$ cat src/rtl/video_pkg.sv
// Shared video types for the analog video receive and transmit paths.
//
// Contents:
//   t_parallel_video - pad/encoder-side parallel video bundle
//   t_video_timing   - raster timing description (pixels / lines per region)
//   VT_1024x768      - standard 1024x768 raster
//   t_tx_state       - transmitter sequencing states
//   h_total/v_total  - total pixels per line / lines per frame of a timing

package video_pkg;

    localparam int unsigned CNT_W = 16;

    typedef logic [CNT_W-1:0] t_cnt;

    typedef struct packed {
        logic        clock;
        logic        hsync_n;
        logic        vsync_n;
        logic        de;
        logic [23:0] data;
        logic        locked;
    } t_parallel_video;

    typedef struct packed {
        t_cnt h_active;
        t_cnt h_front;
        t_cnt h_sync;
        t_cnt h_back;
        t_cnt v_active;
        t_cnt v_front;
        t_cnt v_sync;
        t_cnt v_back;
    } t_video_timing;

    localparam t_video_timing VT_1024x768 = '{
        h_active: t_cnt'(1024),
        h_front:  t_cnt'(24),
        h_sync:   t_cnt'(136),
        h_back:   t_cnt'(160),
        v_active: t_cnt'(768),
        v_front:  t_cnt'(3),
        v_sync:   t_cnt'(6),
        v_back:   t_cnt'(29)
    };

    typedef enum logic [1:0] {
        StIdle,
        StSeek,
        StRun
    } t_tx_state;

    function automatic t_cnt h_total(input t_video_timing t);
        return t.h_active + t.h_front + t.h_sync + t.h_back;
    endfunction

    function automatic t_cnt v_total(input t_video_timing t);
        return t.v_active + t.v_front + t.v_sync + t.v_back;
    endfunction

endpackage

$ cat src/rtl/video_timing_gen.sv
// Raster timing generator: pixel/line counters plus region decode.
//
// Ports:
//   clock       in   pixel clock
//   reset_n     in   synchronous active-low reset
//   enable      in   1 = counters advance one pixel per clock
//   clear       in   1 = counters forced to 0 (overrides enable)
//   active      out  inside the active picture area
//   hsync       out  inside the horizontal sync pulse (active high)
//   vsync       out  on a vertical sync line (active high, whole lines)
//   frame_start out  first pixel of the frame (h=0, v=0)
//
// All decode outputs are combinational from the current counter values.

module video_timing_gen
    import video_pkg::*;
#(
    parameter t_video_timing TIMING = VT_1024x768
) (
    input  logic clock,
    input  logic reset_n,
    input  logic enable,
    input  logic clear,
    output logic active,
    output logic hsync,
    output logic vsync,
    output logic frame_start
);

    localparam t_cnt H_TOTAL  = h_total(TIMING);
    localparam t_cnt V_TOTAL  = v_total(TIMING);
    localparam t_cnt HS_START = TIMING.h_active + TIMING.h_front;
    localparam t_cnt HS_END   = HS_START + TIMING.h_sync;
    localparam t_cnt VS_START = TIMING.v_active + TIMING.v_front;
    localparam t_cnt VS_END   = VS_START + TIMING.v_sync;

    t_cnt h_cnt_q, h_cnt_d;
    t_cnt v_cnt_q, v_cnt_d;

    always_comb begin
        h_cnt_d = h_cnt_q;
        v_cnt_d = v_cnt_q;
        if (clear) begin
            h_cnt_d = '0;
            v_cnt_d = '0;
        end else if (enable) begin
            if (h_cnt_q == H_TOTAL - t_cnt'(1)) begin
                h_cnt_d = '0;
                v_cnt_d = (v_cnt_q == V_TOTAL - t_cnt'(1)) ? '0 : v_cnt_q + t_cnt'(1);
            end else begin
                h_cnt_d = h_cnt_q + t_cnt'(1);
            end
        end
    end

    always_ff @(posedge clock) begin
        if (!reset_n) begin
            h_cnt_q <= '0;
            v_cnt_q <= '0;
        end else begin
            h_cnt_q <= h_cnt_d;
            v_cnt_q <= v_cnt_d;
        end
    end

    always_comb begin
        active      = (h_cnt_q < TIMING.h_active) && (v_cnt_q < TIMING.v_active);
        hsync       = (h_cnt_q >= HS_START) && (h_cnt_q < HS_END);
        vsync       = (v_cnt_q >= VS_START) && (v_cnt_q < VS_END);
        frame_start = (h_cnt_q == '0) && (v_cnt_q == '0);
    end

endmodule

$ cat src/rtl/analog_transmitter.sv
// Parallel video transmitter toward an external video encoder/DAC.
//
// Runs a programmable raster and fills its active area from a valid/ready
// pixel stream framed by a start-of-frame marker. Errors are reported
// through sticky flags.
//
// Ports:
//   clock      in   pixel clock (only clock)
//   reset_n    in   synchronous active-low reset
//   enable     in   1 = run raster, 0 = idle with inactive outputs
//   pix_data   in   {R,G,B} pixel, 8 bits each
//   pix_sof    in   first pixel of a frame
//   pix_valid  in   beat valid
//   pix_ready  out  beat consumed when pix_valid & pix_ready
//   tx_video   out  registered parallel video bundle (clock passed through)
//   underflow  out  sticky: an active pixel had no valid beat
//   misalign   out  sticky: sof did not line up with the frame start
//   err_clr    in   clears both sticky flags (a same-cycle set wins)

module analog_transmitter
    import video_pkg::*;
#(
    parameter int unsigned H_ACTIVE = 1024,
    parameter int unsigned H_FRONT  = 24,
    parameter int unsigned H_SYNC   = 136,
    parameter int unsigned H_BACK   = 160,
    parameter int unsigned V_ACTIVE = 768,
    parameter int unsigned V_FRONT  = 3,
    parameter int unsigned V_SYNC   = 6,
    parameter int unsigned V_BACK   = 29
) (
    input  logic            clock,
    input  logic            reset_n,
    input  logic            enable,
    input  logic [23:0]     pix_data,
    input  logic            pix_sof,
    input  logic            pix_valid,
    output logic            pix_ready,
    output t_parallel_video tx_video,
    output logic            underflow,
    output logic            misalign,
    input  logic            err_clr
);

    localparam t_video_timing TIMING = '{
        h_active: t_cnt'(H_ACTIVE),
        h_front:  t_cnt'(H_FRONT),
        h_sync:   t_cnt'(H_SYNC),
        h_back:   t_cnt'(H_BACK),
        v_active: t_cnt'(V_ACTIVE),
        v_front:  t_cnt'(V_FRONT),
        v_sync:   t_cnt'(V_SYNC),
        v_back:   t_cnt'(V_BACK)
    };

    t_tx_state   state_q, state_d;
    logic        hsync_n_q, hsync_n_d;
    logic        vsync_n_q, vsync_n_d;
    logic        de_q, de_d;
    logic [23:0] data_q, data_d;
    logic        underflow_q, underflow_d;
    logic        misalign_q, misalign_d;
    logic        underflow_set;
    logic        misalign_set;
    logic        sof_error;

    logic active;
    logic hsync;
    logic vsync;
    logic frame_start;

    // Counters sit at 0 through IDLE (including the cycle enable is first
    // seen) and start advancing once the state register reaches SEEK.
    video_timing_gen #(
        .TIMING (TIMING)
    ) u_timing (
        .clock       (clock),
        .reset_n     (reset_n),
        .enable      (state_q != StIdle),
        .clear       (!enable),
        .active      (active),
        .hsync       (hsync),
        .vsync       (vsync),
        .frame_start (frame_start)
    );

    // sof is expected exactly on the frame's first pixel and nowhere else.
    assign sof_error = frame_start ? !pix_sof : pix_sof;

    // Ready never looks at pix_valid, so there is no valid->ready path.
    always_comb begin
        pix_ready = 1'b0;
        unique case (state_q)
            StSeek:  pix_ready = !pix_sof || frame_start;
            StRun:   pix_ready = active && !sof_error;
            default: pix_ready = 1'b0;
        endcase
    end

    always_comb begin
        state_d       = state_q;
        hsync_n_d     = 1'b1;
        vsync_n_d     = 1'b1;
        de_d          = 1'b0;
        data_d        = '0;
        underflow_set = 1'b0;
        misalign_set  = 1'b0;

        if (!enable) begin
            state_d = StIdle;
        end else begin
            unique case (state_q)
                StIdle: begin
                    state_d = StSeek;
                end
                StSeek: begin
                    hsync_n_d = !hsync;
                    vsync_n_d = !vsync;
                    de_d      = active;
                    // The aligned sof beat is both consumed and shown.
                    if (pix_valid && pix_sof && frame_start) begin
                        data_d  = pix_data;
                        state_d = StRun;
                    end
                end
                StRun: begin
                    hsync_n_d = !hsync;
                    vsync_n_d = !vsync;
                    de_d      = active;
                    if (active) begin
                        if (!pix_valid) begin
                            underflow_set = 1'b1;
                            state_d       = StSeek;
                        end else if (sof_error) begin
                            misalign_set = 1'b1;
                            state_d      = StSeek;
                        end else begin
                            data_d = pix_data;
                        end
                    end
                end
                default: begin
                    state_d = StIdle;
                end
            endcase
        end

        // Disabling abandons the frame and returns the flags to idle too.
        if (!enable) begin
            underflow_d = 1'b0;
            misalign_d  = 1'b0;
        end else begin
            underflow_d = underflow_set || (underflow_q && !err_clr);
            misalign_d  = misalign_set || (misalign_q && !err_clr);
        end
    end

    always_ff @(posedge clock) begin
        if (!reset_n) begin
            state_q     <= StIdle;
            hsync_n_q   <= 1'b1;
            vsync_n_q   <= 1'b1;
            de_q        <= 1'b0;
            data_q      <= '0;
            underflow_q <= 1'b0;
            misalign_q  <= 1'b0;
        end else begin
            state_q     <= state_d;
            hsync_n_q   <= hsync_n_d;
            vsync_n_q   <= vsync_n_d;
            de_q        <= de_d;
            data_q      <= data_d;
            underflow_q <= underflow_d;
            misalign_q  <= misalign_d;
        end
    end

    always_comb begin
        tx_video.clock   = clock;
        tx_video.hsync_n = hsync_n_q;
        tx_video.vsync_n = vsync_n_q;
        tx_video.de      = de_q;
        tx_video.data    = data_q;
        tx_video.locked  = (state_q == StRun);
    end

    assign underflow = underflow_q;
    assign misalign  = misalign_q;

endmodule

$ cat config.mk
export PLATFORM = sky130hd
export DESIGN_NAME = analog_transmitter
export DESIGN_NICKNAME = d
export VERILOG_FILES = /design/src/rtl/video_pkg.sv /design/src/rtl/video_timing_gen.sv /design/src/rtl/analog_transmitter.sv
export SDC_FILE = /design/constraint.sdc
export NUM_CORES = 1
export LEC_CHECK = 0
export BUFFER_PORTS_ARGS = -buffer_cell sky130_fd_sc_hd__buf_2
export CAP_MARGIN = 20
export CORE_ASPECT_RATIO = 1.5
export CORE_MARGIN = 3
export CORE_UTILIZATION = 48
export DETAILED_ROUTE_END_ITERATION = 6
export PLACE_DENSITY = 0.75
export SYNTH_ARGS = -nofsm -noshare
export SYNTH_HDL_FRONTEND = slang
export SYNTH_SLANG_ARGS = --single-unit
$ cat constraint.sdc
create_clock -name clock -period 2.8 [get_ports clock]
set_input_delay 0.56 -clock clock [delete_from_list [all_inputs] [get_ports clock]]
set_output_delay 0.56 -clock clock [all_outputs]
set_load 0.02 [all_outputs]
==> flow_summary_export.csv, run 1 <==
group,metric,value,unit
critical_path,crit_path_top_delay_cell,"or4_4",
floorplan,dieHeight,99.48,um
floorplan,rows,33,
route,drt_wl_total,6440,um
floorplan,ios,62,
route,wire_per_inst,14.31,um
floorplan,die-area,0.006796,mm^2
grt,grt_usage,20.80,%
sta,tightest_slew,550.1,ps
yosys,yosys.area_share.xor_xnor,5.951,%
critical_path,critPathCaptureType,"output port",
route,ant_nets,0,
clock_network,tritoncts,"built",
grt,grt_pass1_vias,2459,
grt,grt_pass1_wl,10560,um
run_status,violations,"setup timing",
critical_path,path_delay_family,"simple AND/OR/NAND/NOR gates",
grt,antenna_found_initial,0,
layout,drive_above_1_share,30.79,%
place,placed_cell_area,0.003191,mm^2
yosys,ys_warn_count,0,
critical_path,critPathMaxFanout,2,
run_status,run_status,"finished with violations",
layout,fin_nets,416,
yosys,async_flop_share,0,%
layout,antenna_cells,0,
clock_network,path_clk_slew,70,ps
sta,period_needed,2960,ps
sta,fmax,337.8,MHz
yosys,synth_edf_count,0,
pwr,p_leak,1.495,nW
sta,fin_ws,-160.0,ps
place,numPortBuffers,61,
grt,overflow,0,
run,drv_cap,0,
sta,tns,-160.0,ps
yosys,synth-compound-area-share,7.427,%
route,vias,2448,
critical_path,crit_type,"flip-flop to output port",
yosys,synth_top_family_by_area,"simple AND/OR/NAND/NOR gates",
critical_path,crit_buf_inv,1,
floorplan,fp.dieW,68.32,um
route,via_per_inst,5.440,
hold_path,hold_path_class,"primary input to flip-flop",
route,route.detailed.drc,0,
sta,hold_ws,300.5,ps
yosys,yosysTopAreaCell,"dfxtp_1",
place,place_ws,142.6,ps
floorplan,coreArea,0.005574,mm^2
pwr,ir_drop,0.4464,mV
grt,grt_max_degree,25,
sta,rsz0062_at_grt,"true",
layout,final_area,0.003562,mm^2
yosys,synth.ff_latch_count,63,
yosys,ys_top_cells_by_count,"dfxtp_1 (63), and2_1 (27), nor2_1 (26)",
sta,setup_viol,1,
critical_path,worstPathRequired,2240,ps
critical_path,cp_slowest_stage_delay,550,ps
yosys,synthAdderAreaFrac,4.922,%
pwr,powerDensity,593.4,mW/mm^2
yosys,syn_area,0.002796,mm^2
floorplan,start_util,50.17,%
yosys,synth_cells,301,
place,hpwlAfterDp,4612,um
place,gp_congestion,0.8130,
yosys,synth_simple_gate_area_share,29.75,%
sta,finalCritPeriodShare,105.7,%
yosys,netlist_top_cells_area,"dfxtp_1 (45%), and2_1 (6.0%), ha_1 (4.9%)",
critical_path,worst-endpoint-arrival,2400,ps
critical_path,worstPathCellList,"or4_4, nor4_4, nand2_2, ha_4, a32oi_1, nor2b_1, buf_4",
sta,slew_headroom,62.38,%
yosys,yosysUniqueCellTypes,46,
layout,syn_to_final_growth,27.38,%
sta,finalClockSkew,8.130,ps
yosys,synthMuxAreaShare,2.192,%
route,drt-initial-drc-count,105,
sta,final_max_slew_viol_count,0,
clock_network,clk_latency,450,ps
yosys,ys_seq_area_share,45.10,%
yosys,yosysMostFrequentCell,"dfxtp_1",
route,firstDrtPassIters,5,
yosys,syn_nets,342,
yosys,synth_top_area_share,45.10,%
yosys,synth_flop_cell,"dfxtp_1",
yosys,postSynthAreaPerCell,9.290,um^2
sta,finalHoldViolCount,0,
critical_path,start_kind,"flip-flop",
clock_network,cts_hold_buf,0,
-- through the flow --
step                      util, %  std cells  power (mW)
after detailed placement    57.24        428       1.024
final                       63.91        450       2.114
after global placement      57.24        428       1.023
after CTS                   63.79        450       2.132
after global routing        63.91        450       2.183
after floorplan                 -        301      0.9999
-- final cells by class --
cell class,count,area [um^2]
well taps,70,87.58
clock buffers,15,197.7
inverters,9,33.78
multi-input cells,212,1451
flip-flops and latches,63,1265
repair buffers,76,422.9
clock inverters,5,103.9
fillers,489,2012
-- report_power, final --
group | total, mW | internal, mW | switching [mW]
sequential | 0.901 | 0.899 | 0.00264
combinational | 0.0745 | 0.0379 | 0.0366
clock | 1.14 | 0.741 | 0.397
-- cell usage in the layout (no fill, tap or decap), types with 2 or more instances in the layout --
cell type / count
dfxtp_1: 60
buf_2: 60
and2_1: 27
nor2_1: 26
buf_4: 17
clkbuf_8: 14
xnor2_1: 12
nand3_1: 12
a21oi_1: 12
nand2_1: 11
o21ai_0: 11
ha_1: 10
nor4_1: 9
or3_1: 9
nor3_1: 8
inv_1: 8
xor2_1: 7
nand4_1: 7
mux2i_1: 5
nand2b_1: 4
and3_1: 4
nand4b_1: 4
nor2b_1: 3
or4_4: 3
nand3b_1: 3
bufinv_16: 3
dfxtp_2: 3
or2_2: 2
nor4_4: 2
-- flip-flops by register name (all words and copies together) (netlist names) --
register          cells
data_q               24
de_q                  1
hsync_n_q             1
misalign              1
state_q               2
u_timing.h_cnt_q     16
u_timing.v_cnt_q     16
underflow             1
vsync_n_q             1
-- kinds of logic (layout without fill, tap and decap cells) --
| family | count (synthesis) | in the layout |
|---|---|---|
| multiplexers | 6 | 6 |
| adder cells (fa/ha/maj) | 11 | 11 |
| flip-flops | 63 | 63 |
| AND/OR/NAND/NOR | 142 | 142 |
| AO/OA/AOI/OAI | 34 | 34 |
| buffers and inverters | 26 | 105 |
| XOR/XNOR | 19 | 19 |
-- path summary, 6_finish.rpt --
kind / start / endpoint / slack (ps) / cells past startpoint
max reg2reg: u_timing.h_cnt_q[15] / state_q[0] / 170 / 9
max: u_timing.h_cnt_q[15] / pix_ready / -160 / 7
min reg2reg: underflow / underflow / 490 / 2
min: pix_data[23] / data_q[23] / 300 / 2
-- metal layers --
layer	share of wire (%)	track usage (%)	vias up
met4	3.0	11.49	0
li1	-	-	1197
met1	38	19.87	1147
met5	0	0	-
met2	52	35.81	87
met3	6.5	9.153	17
-- repair_timing --
| item | 4_1_cts | 5_1_grt |
|---|---|---|
| setup buffers | 3 | 0 |
| resized for setup | 12 | 2 |
| pin swaps | 6 | 0 |
| setup endpoints to repair | 1 | 2 |
| endpoints found under the hold margin | 0 | 0 |
No activity file was read; power rests on OpenSTA's default activity.
==> run 2, diff against run 1 <==
--- a/config.mk
+++ b/config.mk
@@ -5,10 +5,10 @@
 export SDC_FILE = /design/constraint.sdc
 export NUM_CORES = 1
 export LEC_CHECK = 0
+export ABC_CLOCK_PERIOD_IN_PS = 2800
 export BUFFER_PORTS_ARGS = -buffer_cell sky130_fd_sc_hd__buf_2
 export CAP_MARGIN = 20
 export CORE_ASPECT_RATIO = 1.5
-export CORE_MARGIN = 3
 export CORE_UTILIZATION = 48
 export DETAILED_ROUTE_END_ITERATION = 6
 export PLACE_DENSITY = 0.75
==> run 2 against run 1 <==
The flow still finishes with violations (setup timing). Routed wire length down 2.6%. Critical path type unchanged. Highest routed layer unchanged. Sequential cell count unchanged. Clock skew up 4.5 ps. Via count down 0.69%. Maximum frequency down 0.44%.
==> flow_summary_export.csv, run 2 (synthesis results as in run 1) <==
group,metric,value,unit
run_status,run_status,"finished with violations",
run_status,violations,"setup timing",
sta,fmax,336.4,MHz
place,placed_cell_area,0.003191,mm^2
floorplan,dieHeight,95.48,um
clock_network,clk_latency,450,ps
route,vias,2431,
route,route.detailed.drc,0,
place,dp_cells,428,
critical_path,rr_startpoint,"u_timing.h_cnt_q[11]",
critical_path,critPathMaxFanout,3,
grt,grt_pass1_wl,10520,um
critical_path,cp-endpoint,"pix_ready",
route,drt-initial-drc-count,129,
route,wire_per_inst,13.85,um
layout,final_cell_mix,"dfxtp_1 (60), buf_2 (60), and2_1 (27), nor2_1 (26), buf_4 (20)",
layout,largest_register_ffs,24,
critical_path,worst-endpoint-arrival,2410,ps
sta,finalCritPeriodShare,106.2,%
clock_network,cts_hold_buf,0,
floorplan,coreArea,0.005533,mm^2
layout,final_area,0.003515,mm^2
place,hpwlAfterDp,4500,um
critical_path,setup.worst_path.start,"u_timing.h_cnt_q[11]",
grt,overflow,0,
run,drv_cap,0,
floorplan,start_util,50.54,%
clock_network,path_clk_slew,80,ps
critical_path,r2r_end,"state_q[0]",
place,numPortBuffers,61,
route,firstDrtPassIters,4,
sta,finalClockSkew,12.63,ps
sta,tightest_slew,557.9,ps
floorplan,ios,62,
layout,largestRegisters,"data_q x24, u_timing.h_cnt_q x16, u_timing.v_cnt_q x16",
critical_path,worstPathRequired,2240,ps
critical_path,r2r_slack,130,ps
sta,slew_headroom,62.46,%
layout,fin_nets,419,
critical_path,critPathCaptureType,"output port",
place,gp_congestion,0.8826,
grt,grt_usage,23.05,%
route,via_per_inst,5.366,
layout,drive_above_1_share,31.33,%
sta,fin_ws,-172.9,ps
floorplan,die-area,0.006141,mm^2
layout,fin_util,63.52,%
critical_path,r2r_cells,9,
critical_path,start_kind,"flip-flop",
sta,final_max_slew_viol_count,0,
route,drt_wl_total,6273,um
sta,finalHoldViolCount,0,
floorplan,rows,33,
grt,grt_max_degree,25,
sta,rsz0062_at_grt,"true",
clock_network,tritoncts,"built",
sta,setup_viol,1,
floorplan,fp.dieW,64.32,um
pwr,ir_drop,0.5421,mV
layout,syn_to_final_growth,25.68,%
layout,antenna_cells,0,
pwr,p_leak,1.464,nW
layout,top_register,"data_q",
place,place_ws,3.036,ps
route,ant_nets,0,
critical_path,crit_type,"flip-flop to output port",
sta,hold_ws,303.1,ps
pwr,powerDensity,520.2,mW/mm^2
layout,layout.cells.non_filler,453,
grt,grt_pass1_vias,2437,
grt,antenna_found_initial,0,
sta,period_needed,2973,ps
hold_path,holdCritStartpoint,"pix_data[18]",
hold_path,hold_path_class,"primary input to flip-flop",
==> run 2: per-stage QoR <==
stage | power [mW] | setup TNS, ps
global route | 1.912 | -276.6
finish | 1.828 | -172.9
CTS | 1.852 | -199.3
floorplan | 0.9999 | 0
detailed placement | 1.024 | 0
global placement | 1.023 | 0
==> run 2: critical path: stages, from the launching register on <==
cell,delay [ps]
dfxtp_4,350
or4_4,570
nor4_4,260
nand2_1,130
ha_4,280
a32oi_2,90
nor2b_1,130
buf_4,150
==> run 2: where the power goes <==
part	internal [mW]	switching, mW
clock	0.430	0.423
sequential	0.897	0.00265
combinational	0.0381	0.0374
total	1.37	0.463
==> run 2: worst min path at each step <==
stage | endpoint | slack, ps | depth (start not counted)
after global routing | data_q[19] | 280 | 2
after detailed placement | misalign | 470 | 2
final | data_q[18] | 300 | 2
after CTS | data_q[2] | 290 | 2
after floorplan | u_timing.v_cnt_q[15] | 450 | 2
after global placement | underflow | 460 | 2
==> run 2: layout make-up <==
type / count / area, um^2
clock buffers: 13 / 170.2
multi-input cells: 212 / 1453
clock inverters: 7 / 57.56
fillers: 470 / 2018
repair buffers: 79 / 445.4
well taps: 70 / 87.58
inverters: 9 / 33.78
flip-flops and latches: 63 / 1267
==> run 2: repair_timing <==
| item | 4_1_cts | 5_1_grt |
|---|---|---|
| setup endpoints to repair | 2 | 2 |
| pin swaps | 6 | 4 |
| buffers inserted | 4 | 2 |
| hold endpoints to repair | 0 | 0 |
| resized for setup | 12 | 3 |
==> run 2: routing by layer <==
metal  global-route usage (%)  routed length, um
met5                        0                  0
met4                    19.44                272
met3                    8.014                360
met2                    40.70               3260
met1                    20.82               2379
==> run 3, diff against run 2 <==
--- a/config.mk
+++ b/config.mk
@@ -12,6 +12,7 @@
 export CORE_UTILIZATION = 48
 export DETAILED_ROUTE_END_ITERATION = 6
 export PLACE_DENSITY = 0.75
+export REMOVE_ABC_BUFFERS = 1
 export SYNTH_ARGS = -nofsm -noshare
 export SYNTH_HDL_FRONTEND = slang
 export SYNTH_SLANG_ARGS = --single-unit
==> run 3 against run 2 <==
The flow still finishes with violations (setup timing). Routed wire length rose by 0.21%. Clock skew decreased by 3.3 ps. Setup slack got worse by 7.9 ps. Count of clock-buffer cells in the layout rose by 3. Maximum frequency down 0.26%. Register-to-register slack barely moved. Final cell count increased by 0.88%. Via count is 0.21% higher. Sequential power barely moved. Largest power group is now clock. Highest routed layer unchanged.
==> flow_summary_export.csv, run 3 (synthesis results as in run 1) <==
group,metric,value,unit
grt,grt_max_degree,25,
critical_path,worst-endpoint-arrival,2420,ps
critical_path,crit_path_top_delay_cell,"or4_4",
grt,overflow,0,
layout,drive_above_1_share,32.30,%
grt,grt_usage,22.49,%
floorplan,rows,33,
place,gp_congestion,0.8411,
critical_path,start_kind,"flip-flop",
sta,setup_viol,1,
layout,syn_to_final_growth,27.74,%
grt,grt_pass1_vias,2379,
floorplan,die-area,0.006141,mm^2
route,wire_per_inst,13.75,um
clock_network,path_clk_slew,60,ps
critical_path,worstPathRequired,2240,ps
pwr,p_leak,1.509,nW
critical_path,r2r_slack,130,ps
floorplan,fp.dieW,64.32,um
layout,final_area,0.003572,mm^2
route,ant_nets,0,
route,via_per_inst,5.330,
critical_path,crit_type,"flip-flop to output port",
layout,antenna_cells,0,
sta,fmax,335.5,MHz
pwr,power,1.880,mW
layout,largest_register_ffs,24,
sta,tightest_slew,518.5,ps
route,drt_wl_total,6286,um
critical_path,critPathCaptureType,"output port",
critical_path,crit_buf_inv,1,
run_status,run_status,"finished with violations",
place,hpwlAfterDp,4439,um
route,firstDrtPassIters,4,
layout,final_cell_mix,"buf_2 (60), dfxtp_1 (58), and2_1 (27), nor2_1 (26), buf_4 (24)",
run_status,violations,"setup timing",
critical_path,cp_slowest_stage_delay,550,ps
pwr,powerDensity,526.3,mW/mm^2
layout,fin_nets,423,
sta,hold_ws,317.7,ps
clock_network,clk_latency,440,ps
critical_path,worstPathCellList,"or4_4, nor4_4, nand2_2, ha_4, a32oi_2, nor2b_1, buf_4",
route,drt-initial-drc-count,98,
place,numPortBuffers,61,
pwr,ir_drop,0.7048,mV
sta,final_max_slew_viol_count,0,
route,vias,2436,
floorplan,dieHeight,95.48,um
floorplan,ios,62,
layout,top_register,"data_q",
clock_network,tritoncts,"built",
floorplan,coreArea,0.005533,mm^2
critical_path,critPathMaxFanout,4,
critical_path,path_delay_family,"simple AND/OR/NAND/NOR gates",
sta,slew_headroom,65.17,%
run,drv_cap,0,
sta,finalCritPeriodShare,106.5,%
grt,antenna_found_initial,0,
grt,grt_pass1_wl,10460,um
place,place_ws,99.64,ps
layout,largestRegisters,"data_q x24, u_timing.h_cnt_q x16, u_timing.v_cnt_q x16",
sta,finalHoldViolCount,0,
layout,final_common_cell,"buf_2",
sta,period_needed,2981,ps
place,placed_cell_area,0.003198,mm^2
floorplan,start_util,50.54,%
sta,fin_ws,-180.8,ps
sta,finalClockSkew,9.310,ps
hold_path,hold_path_class,"primary input to flip-flop",
sta,rsz0062_at_grt,"true",
route,route.detailed.drc,0,
## run 3: layout make-up
cell class	instances	area, um^2
clock buffer	16	191.4
clock inverter	4	45.04
fill	465	1961
inverter	9	33.78
multi-input combinational	212	1469
sequential	63	1270
tap	70	87.58
timing repair buffer	83	475.5
## run 3: report_power, final
| group | switching [mW] | internal, mW | total, mW |
|---|---|---|---|
| Sequential | 0.00255 | 0.898 | 0.901 |
| Combinational | 0.0377 | 0.0401 | 0.0778 |
| Clock | 0.370 | 0.532 | 0.902 |
## run 3: repair_timing
| action | in CTS | in global routing |
|---|---|---|
| resized for setup | 11 | 8 |
| endpoints found under the setup margin | 1 | 2 |
| pin swaps | 7 | 6 |
| hold buffers | 0 | 0 |
| buffers inserted | 4 | 5 |
## run 3: path summary, 6_finish.rpt
check,startpoint,endpoint,cells past startpoint
worst max register to register,u_timing.h_cnt_q[10],state_q[0],9
worst min register to register,misalign,misalign,2
worst max-delay path,u_timing.h_cnt_q[10],pix_ready,7
worst min-delay path,pix_data[13],data_q[13],2
## run 3: metrics by stage
stage                     TNS [ps]  util, %  std cells
after floorplan                  0        -        284
after global placement           0    57.80        429
after detailed placement         0    57.80        429
after CTS                   -193.8    63.41        452
after global routing        -243.8    64.56        457
final                       -180.8    64.56        457
## run 3: layer usage
metal | wire length [um] | vias up | share of wire [%] | global-route usage, %
li1 | - | 1213 | - | -
met1 | 2494 | 1132 | 40 | 22.19
met2 | 3347 | 78 | 53 | 41.67
met3 | 295 | 13 | 4.7 | 7.895
met4 | 149 | 0 | 2.4 | 10.00
met5 | 0 | - | 0 | 0
